$ cat src/rtl/fir_coeff_pkg.sv
// Shared types for the FIR coefficient loader: default tap width, tap type and
// the loader FSM state encoding.
package fir_coeff_pkg;

  localparam int unsigned DEFAULT_COEFF_BITS = 18;

  typedef logic signed [DEFAULT_COEFF_BITS-1:0] coeff_t;

  typedef enum logic [1:0] {
    IDLE,
    SWAP,
    FLUSH,
    DONE
  } loader_state_e;

endpackage

$ cat src/rtl/fir_coeff_bank.sv
// Shadow/active coefficient register bank: host writes land in shadow,
// a copy strobe moves the whole shadow bank into active in one edge.
module fir_coeff_bank
  import fir_coeff_pkg::*;
#(
  parameter int unsigned NTAPS      = 16,
  parameter int unsigned COEFF_BITS = DEFAULT_COEFF_BITS,
  parameter int unsigned AW         = $clog2(NTAPS + 1)
) (
  input  logic                          clk,
  input  logic                          rst_n,
  input  logic                          wr_en,
  input  logic [AW-1:0]                 wr_addr,
  input  logic [COEFF_BITS-1:0]         wr_data,
  input  logic                          copy,
  output logic [NTAPS*COEFF_BITS-1:0]   coeff
);

  logic [COEFF_BITS-1:0] shadow [NTAPS];
  logic [COEFF_BITS-1:0] active [NTAPS];

  always_ff @(posedge clk or negedge rst_n) begin
    if (!rst_n) begin
      for (int unsigned i = 0; i < NTAPS; i++) begin
        shadow[i] <= '0;
        active[i] <= '0;
      end
    end else begin
      // Copy reads the pre-edge shadow, so a write at the copy edge is not included.
      for (int unsigned i = 0; i < NTAPS; i++) begin
        if (wr_en && (wr_addr == AW'(i))) shadow[i] <= wr_data;
        if (copy) active[i] <= shadow[i];
      end
    end
  end

  always_comb begin
    coeff = '0;
    for (int unsigned i = 0; i < NTAPS; i++) begin
      coeff[i*COEFF_BITS +: COEFF_BITS] = active[i];
    end
  end

endmodule

$ cat src/rtl/fir_coeff_loader.sv
// Coefficient loader for a bank of 4-tap systolic FIR stages: shadow writes,
// atomic shadow->active swap, then DSP reset held while the pipeline flushes.
module fir_coeff_loader
  import fir_coeff_pkg::*;
#(
  parameter int unsigned NTAPS        = 16,
  parameter int unsigned COEFF_BITS   = DEFAULT_COEFF_BITS,
  parameter int unsigned FLUSH_CYCLES = 12,
  // One spare address bit so out-of-range indices (>= NTAPS) are expressible.
  localparam int unsigned AW          = $clog2(NTAPS + 1)
) (
  input  logic                          clk_i,
  input  logic                          rst_n_i,
  input  logic                          wr_valid_i,
  output logic                          wr_ready_o,
  input  logic [AW-1:0]                 wr_addr_i,
  input  logic [COEFF_BITS-1:0]         wr_data_i,
  input  logic                          commit_i,
  output logic                          busy_o,
  output logic                          addr_err_o,
  output logic                          dsp_rst_o,
  output logic                          update_o,
  output logic [NTAPS*COEFF_BITS-1:0]   coeff_o
);

  localparam int unsigned CW = (FLUSH_CYCLES > 1) ? $clog2(FLUSH_CYCLES) : 1;
  localparam logic [CW-1:0] FLUSH_LOAD = (FLUSH_CYCLES > 0) ? CW'(FLUSH_CYCLES - 1) : '0;

  loader_state_e state_q, state_d;
  logic [CW-1:0] flush_cnt;
  logic          ready_d, busy_d, dsp_rst_d, update_d;
  logic          wr_fire, in_range;

  assign wr_fire  = wr_valid_i && wr_ready_o;
  assign in_range = (wr_addr_i < AW'(NTAPS));

  always_comb begin
    state_d = state_q;
    case (state_q)
      IDLE:    if (commit_i) state_d = SWAP;
      SWAP:    state_d = (FLUSH_CYCLES == 0) ? DONE : FLUSH;
      FLUSH:   if (flush_cnt == '0) state_d = DONE;
      DONE:    state_d = IDLE;
      default: state_d = IDLE;
    endcase
    // Outputs are decoded from the next state so they can be registered.
    ready_d   = (state_d == IDLE);
    busy_d    = (state_d != IDLE);
    dsp_rst_d = (state_d == SWAP) || (state_d == FLUSH);
    update_d  = (state_d == DONE);
  end

  always_ff @(posedge clk_i or negedge rst_n_i) begin
    if (!rst_n_i) begin
      state_q    <= IDLE;
      wr_ready_o <= 1'b0;
      busy_o     <= 1'b0;
      dsp_rst_o  <= 1'b1;
      update_o   <= 1'b0;
    end else begin
      state_q    <= state_d;
      wr_ready_o <= ready_d;
      busy_o     <= busy_d;
      dsp_rst_o  <= dsp_rst_d;
      update_o   <= update_d;
    end
  end

  always_ff @(posedge clk_i or negedge rst_n_i) begin
    if (!rst_n_i) begin
      flush_cnt <= '0;
    end else if (state_q == SWAP) begin
      flush_cnt <= FLUSH_LOAD;
    end else if ((state_q == FLUSH) && (flush_cnt != '0)) begin
      flush_cnt <= flush_cnt - 1'b1;
    end
  end

  always_ff @(posedge clk_i or negedge rst_n_i) begin
    if (!rst_n_i) begin
      addr_err_o <= 1'b0;
    end else if (state_q == DONE) begin
      addr_err_o <= 1'b0;
    end else if (wr_fire && !in_range) begin
      addr_err_o <= 1'b1;
    end
  end

  fir_coeff_bank #(
    .NTAPS      (NTAPS),
    .COEFF_BITS (COEFF_BITS),
    .AW         (AW)
  ) u_bank (
    .clk     (clk_i),
    .rst_n   (rst_n_i),
    .wr_en   (wr_fire && in_range),
    .wr_addr (wr_addr_i),
    .wr_data (wr_data_i),
    .copy    (state_q == SWAP),
    .coeff   (coeff_o)
  );

endmodule

$ cat config.mk
export PLATFORM = sky130hd
export DESIGN_NAME = fir_coeff_loader
export DESIGN_NICKNAME = d
export VERILOG_FILES = /design/src/rtl/fir_coeff_pkg.sv /design/src/rtl/fir_coeff_bank.sv /design/src/rtl/fir_coeff_loader.sv
export SDC_FILE = /design/constraint.sdc
export NUM_CORES = 1
export LEC_CHECK = 0
export ABC_AREA = 0
export BUFFER_PORTS_ARGS = -buffer_cell sky130_fd_sc_hd__buf_2
export CAP_MARGIN = 10
export CORE_ASPECT_RATIO = 1.2
export CORE_MARGIN = 2
export CORE_UTILIZATION = 25
export CTS_CLUSTER_DIAMETER = 80
export DETAILED_ROUTE_END_ITERATION = 6
export GPL_TIMING_DRIVEN = 0
export PLACE_DENSITY_LB_ADDON = 0.15
export SLEW_MARGIN = 10
export SYNTH_ARGS = -nofsm -noshare
export SYNTH_HDL_FRONTEND = slang
export SYNTH_SLANG_ARGS = --single-unit
$ cat constraint.sdc
create_clock -name clk_i -period 1.7 [get_ports clk_i]
set_input_delay 0.255 -clock clk_i [delete_from_list [all_inputs] [get_ports clk_i]]
set_output_delay 0.255 -clock clk_i [all_outputs]
set_load 0.02 [all_outputs]
After elaboration in Yosys (flattened, before gate mapping)
Cells that the tools add are included.

Register bits after elaboration: 587. Output and inout bits: 293. Logic and storage cells: 99.

$add $sub $neg: 1. $lt $le $gt $ge: 1. Equality and inequality tests: 21. Mux-type cells: 7. Reduce and logical (&&, ||, !) cells: 30.

Operator list (number): $eq A5 B4 Y1 const B (8); $eq A5 B3 Y1 const B (4); $logic_and A1 B1 Y1 (20); $eq A5 B2 Y1 const B (2); $eq A2 B2 Y1 const B (4); $mux W4 (2); $pmux W2 S4 (1); $reduce_bool A2 Y1 (3); $eq A5 B1 Y1 const B (1); $logic_not A5 Y1 (1); $lt A5 B5 Y1 const B (1); $eq A2 B1 Y1 const B (2); $logic_not A2 Y1 (2); $logic_not A4 Y1 (1); $mux W2 (2); $reduce_bool A4 Y1 (1); $sub A4 B1 Y4 const B (1); $mux W1 (2); $logic_not A1 Y1 (1); $logic_or A1 B1 Y1 (1).

Logic depth before layout (Yosys ltp)
Depth after elaboration: 5. Mapped depth: 7.

Cells and area by module
Synthesis repeated with hierarchy kept, for this count alone.

Cell total of the unflattened synthesis: 1296. Area, all modules: 22029.9 sq um.

Modules (own cells, without submodules): fir_coeff_bank (times used 1, cells an instance 1248, area each 21485.6 sq um, seq. area each 14413.8 sq um); fir_coeff_loader (times used 1, cells an instance 48, area each 544.3 sq um, seq. area each 276.5 sq um).

Worst setup path before layout
OpenSTA, ideal clock, no wires.

Kind: reg-to-reg. Start: reg wr_ready_o. End: reg u_bank.shadow[169] (netlist name). Library setup time: 0.125 ns. Data arrival time: 1.705 ns. Required time: 1.575 ns. Path slack: -0.130 ns. Cell stages (with the launch flop): 5. Buffers on the path: 1. Path through: dfrtp_1 > nand4bb_1 > nor2_2 > buf_4 > mux2_2.

Word-level cells in the longest chain between the ends: 3.

RTL lines: start: declaration (RTL line fir_coeff_loader.sv:15) `output logic wr_ready_o,`; start signal: assignment (RTL line fir_coeff_loader.sv:62) `wr_ready_o <= ready_d;`; $logic_and A1 B1 Y1 (RTL line fir_coeff_loader.sv:34) `assign wr_fire = wr_valid_i && wr_ready_o;`; $logic_and A1 B1 Y1 (RTL line fir_coeff_loader.sv:96) `.wr_en (wr_fire && in_range),`; $logic_and A1 B1 Y1 (RTL line fir_coeff_bank.sv:31) `if (wr_en && (wr_addr == AW'(i))) shadow[i] <= wr_data;`; end signal: indexed assignment (RTL line fir_coeff_bank.sv:31); end: declaration (RTL line fir_coeff_bank.sv:19) `logic [COEFF_BITS-1:0] shadow [NTAPS];`.

No other way between the ends. A chain may end at the register's enable or synchronous reset.

Worst setup path in the final report
Start: reg state_q[1]. End: reg u_bank.active (netlist bit u_bank.coeff[1]).

Word-level cells in the longest chain between the ends: 1.

RTL lines: start: declaration (RTL line fir_coeff_loader.sv:29) `loader_state_e state_q, state_d;`; start signal: assignment (RTL line fir_coeff_loader.sv:61) `state_q <= state_d;`; $eq A2 B1 Y1 (RTL line fir_coeff_loader.sv:99) `.copy (state_q == SWAP),`; end signal: indexed assignment (RTL line fir_coeff_bank.sv:32) `if (copy) active[i] <= shadow[i];`; end: declaration (RTL line fir_coeff_bank.sv:20) `logic [COEFF_BITS-1:0] active [NTAPS];`.

No other way between the ends.

==> run summary <==
status: finished with violations
violated checks: negative hold slack
H-tree lvl count: 3
reg-to-reg setup timing slack: 30 ps
Worst R2R End: u_bank.coeff[1]
first drt pass iteration count: 4
Num CTS Buffers: 70
Final #Nets: 1758
Worst Setup EP: u_bank.coeff[1]
Area Overhead vs Synth: 29.2%
grt total ovfl: 0
1st-iter DRT viols: 401
CTS tree: built
clock share of power: 29.2%
GRT Overall Usage: 14.6%
Final Cycle Share: 98.4%
total die area: 90800 um2
CTS root buf: clkbuf_16
Buffers on Ports: 316
EDFF count, synth: 0
initial core utilization: 25.2%
Ports: 320
vias in the first global route: 13490
Synth cell types: 37
largest net degree at the start of global routing: 106
layout cell share with drive strength beyond 1: 63.0%
Synth Flop Type: dfrtp_1
initial antenna violation count: 7
endpoints failing hold: 183
area of the core: 87700 um2
Setup Skew: 13.1 ps
Async SR Flop Fraction: 100%
combinational power share: 31.1%
wire length per cell: 22.5 um
peak supply drop: 0.901 mV
Cell Chain, Critical Path: inv_1 > ha_4 > clkbuf_8 > buf_6 > mux2_2
Post-Syn Area: 22100 um2
die outline width: 275 um
CP Launch Type: flip-flop
crit path launch: state_q[1]
Hold WS: -310 ps
clock latency on the worst-skew pair: 610 ps
synthesized area per cell: 17.0 um2
YS warnings: 0
synthesized flop and latch total: 587
Synth Instances: 1297
HP Class: input pin to asynchronous set/reset pin
setup tns final: 0 ps
Worst EP arrival: 2150 ps
path depth of the worst reg2reg path: 5
Post-CTS Hold Buffers: 11
total power: 52.4 mW
RSZ-0062 raised after global routing: yes
sequential area share after synthesis: 66.5%
Detailed Place HPWL: 45.3 mm
Worst path slowest cell: dfrtp_1
Final setup violation count: 0
Worst path max stage delay: 370 ps
DR vias/cell: 4.26
Fillers: 8660
sequential share of power: 39.7%
DRC viols: 0
Worst-path clk slew: 50 ps
Slew Viols, Final: 0
max_cap viols: 0
Final Non-Filler Cells: 2920
# rows: 119
CP top delay family: buffers and inverters
Crit Reg-Reg Startpoint: state_q[1]
CP bufs+invs: 3
Crit Path Max Fanout: 10
gpl congestion: 0.733
FMAX: 0.598 GHz
Setup crit end kind: flip-flop
deepest clock path buffer count: 3
critical path depth: 5
via count: 12427
Leakage Power: 14.7 nW
Worst-Margin Slew: 1020 ps
Net Sw Frac: 33.8%
wirelength, routed: 65.8 mm
Power Internal: 34.7 mW
die height: 330 um
critical path required time: 2170 ps
Switch Pwr: 17.7 mW
syn nets: 1331
crit path kind: flip-flop to flip-flop
first-pass GRT wire length: 95.6 mm
total power per unit cell area: 1840 nW/um2
clock sinks: 587
Slew headroom: 31.9%
Post-Place Cells: 2768
post-route minimum period: 1670 ps
DRT antenna net count: 0
-- area by class of cell --
cell class              count  area [um2]  area share, %
flip-flops and latches    587       14700           51.5
clock inverters            15         258          0.903
well taps                1149        1440           5.04
clock buffers             100        2070           7.24
diodes                      4        10.0         0.0351
inverters                   4        15.0         0.0526
plain buffers              71         711           2.49
multi-input cells         634        7150           25.1
repair buffers            356        2190           7.69
-- state kept, by name, summed over array words and instances (netlist names) --
signal / flops
dsp_rst_o: 1
flush_cnt: 4
update_o: 1
u_bank.shadow: 288
busy_o: 1
state_q: 2
u_bank.coeff: 288
wr_ready_o: 1
addr_err_o: 1
-- cells in the final DEF, fill, tap and decap left out, drive strengths merged --
master       synthesis  final
a211o                1      1
a21oi                4      4
a31oi                1      1
and4b                1      1
and4bb               1      1
buf                 50    397
bufinv               0      6
clkbuf              22    123
clkinv               0      4
clkinvlp             0      1
dfrtp              586    586
dfstp                1      1
diode                0      4
dlygate4sd3          0      7
ha                   7      7
inv                  4      8
mux2               576    576
mux2i                2      2
nand2                7      7
nand3                5      5
nand3b               2      2
nand4b               1      1
nand4bb              1      1
nor2                11     11
nor2b                3      3
nor3                 3      3
nor3b                3      3
nor4                 1      1
or2                  1      1
or3                  1      1
or4b                 2      2
-- worst register-to-register path: stages (launching register included) --
cell and delay [ps]:
dfrtp_1 370, inv_1 130, ha_4 220, clkbuf_8 240, buf_6 220, mux2_2 360
-- per-layer routing --
layer | vias to the layer above | GRT usage, % | routed length, um
met5 | - | 0 | 0
met3 | 85 | 4.05 | 4420
met4 | 0 | 4.83 | 1580
met1 | 6580 | 18.0 | 27400
li1 | 5458 | - | -
met2 | 304 | 24.6 | 32500
-- how the worst min path moves through the flow --
stage	start	to	cells past startpoint
floorplan	rst_n_i	addr_err_o	0
global placement	u_bank.shadow[207]	u_bank.shadow[207]	1
detailed placement	rst_n_i	u_bank.shadow[84]	1
CTS	rst_n_i	u_bank.coeff[209]	2
global route	rst_n_i	u_bank.coeff[209]	2
finish	rst_n_i	u_bank.coeff[209]	2
-- repair_timing --
action                     in CTS  in global routing
pin swaps                       9                  2
setup endpoints to repair     540                176
resized for setup             107                 24
buffers inserted               20                  2
hold endpoints to repair       88                153
gates cloned                    0                  1
-- per-stage QoR --
step	area (um2)	utilization (%)	setup WS, ps	hold WS, ps
3_3_place_gp	25100	28.7	-13170	476
5_1_grt	28500	32.5	-52.1	-270
3_5_place_dp	25300	28.9	-1040	193
4_1_cts	28400	32.4	-4.46	-301
2_1_floorplan	22100	-	-128	-40.6
6_report	28500	32.5	27.5	-310
-- synthesized netlist by cell type, types with 2 or more instances --
cell type  instances  area (um2)
dfrtp_1          586       14700
mux2_2           574        6460
buf_2             34         170
clkbuf_1          22        82.6
buf_4              9        67.6
ha_1               7        87.6
nor2_1             6        22.5
nor2_2             5        31.3
a21oi_1            4        20.0
buf_6              4        45.0
inv_1              4        15.0
nand2_2            4        25.0
buf_1              3        11.3
nand2_1            3        11.3
nor2b_1            3        18.8
mux2_1             2        22.5
mux2i_1            2        20.0
nand3_2            2        20.0
nand3_4            2        35.0
nor3_4             2        32.5
nor3b_2            2        25.0
or4b_2             2        20.0
-- cell families after synthesis --
kind of cell / Yosys count / share of synthesized area, %
AOI/OAI and AO/OA: 6 / 0.159
adders and majority gates: 7 / 0.396
buffers and inverters: 76 / 1.77
DFF: 587 / 66.5
muxes: 578 / 29.5
and+or+nand+nor: 43 / 1.71
-- power groups by stage --
| stage | sequential (mW) | clock, mW | combinational, mW |
|---|---|---|---|
| 2_1_floorplan | 24.6 | 0 | 5.66 |
| 3_3_place_gp | 21.0 | 0 | 15.9 |
| 3_5_place_dp | 21.1 | 0 | 16.1 |
| 4_1_cts | 20.9 | 15.9 | 16.7 |
| 5_1_grt | 21.5 | 16.5 | 17.5 |
| 6_report | 20.8 | 15.3 | 16.3 |
Power figures use the tool's default switching activity.
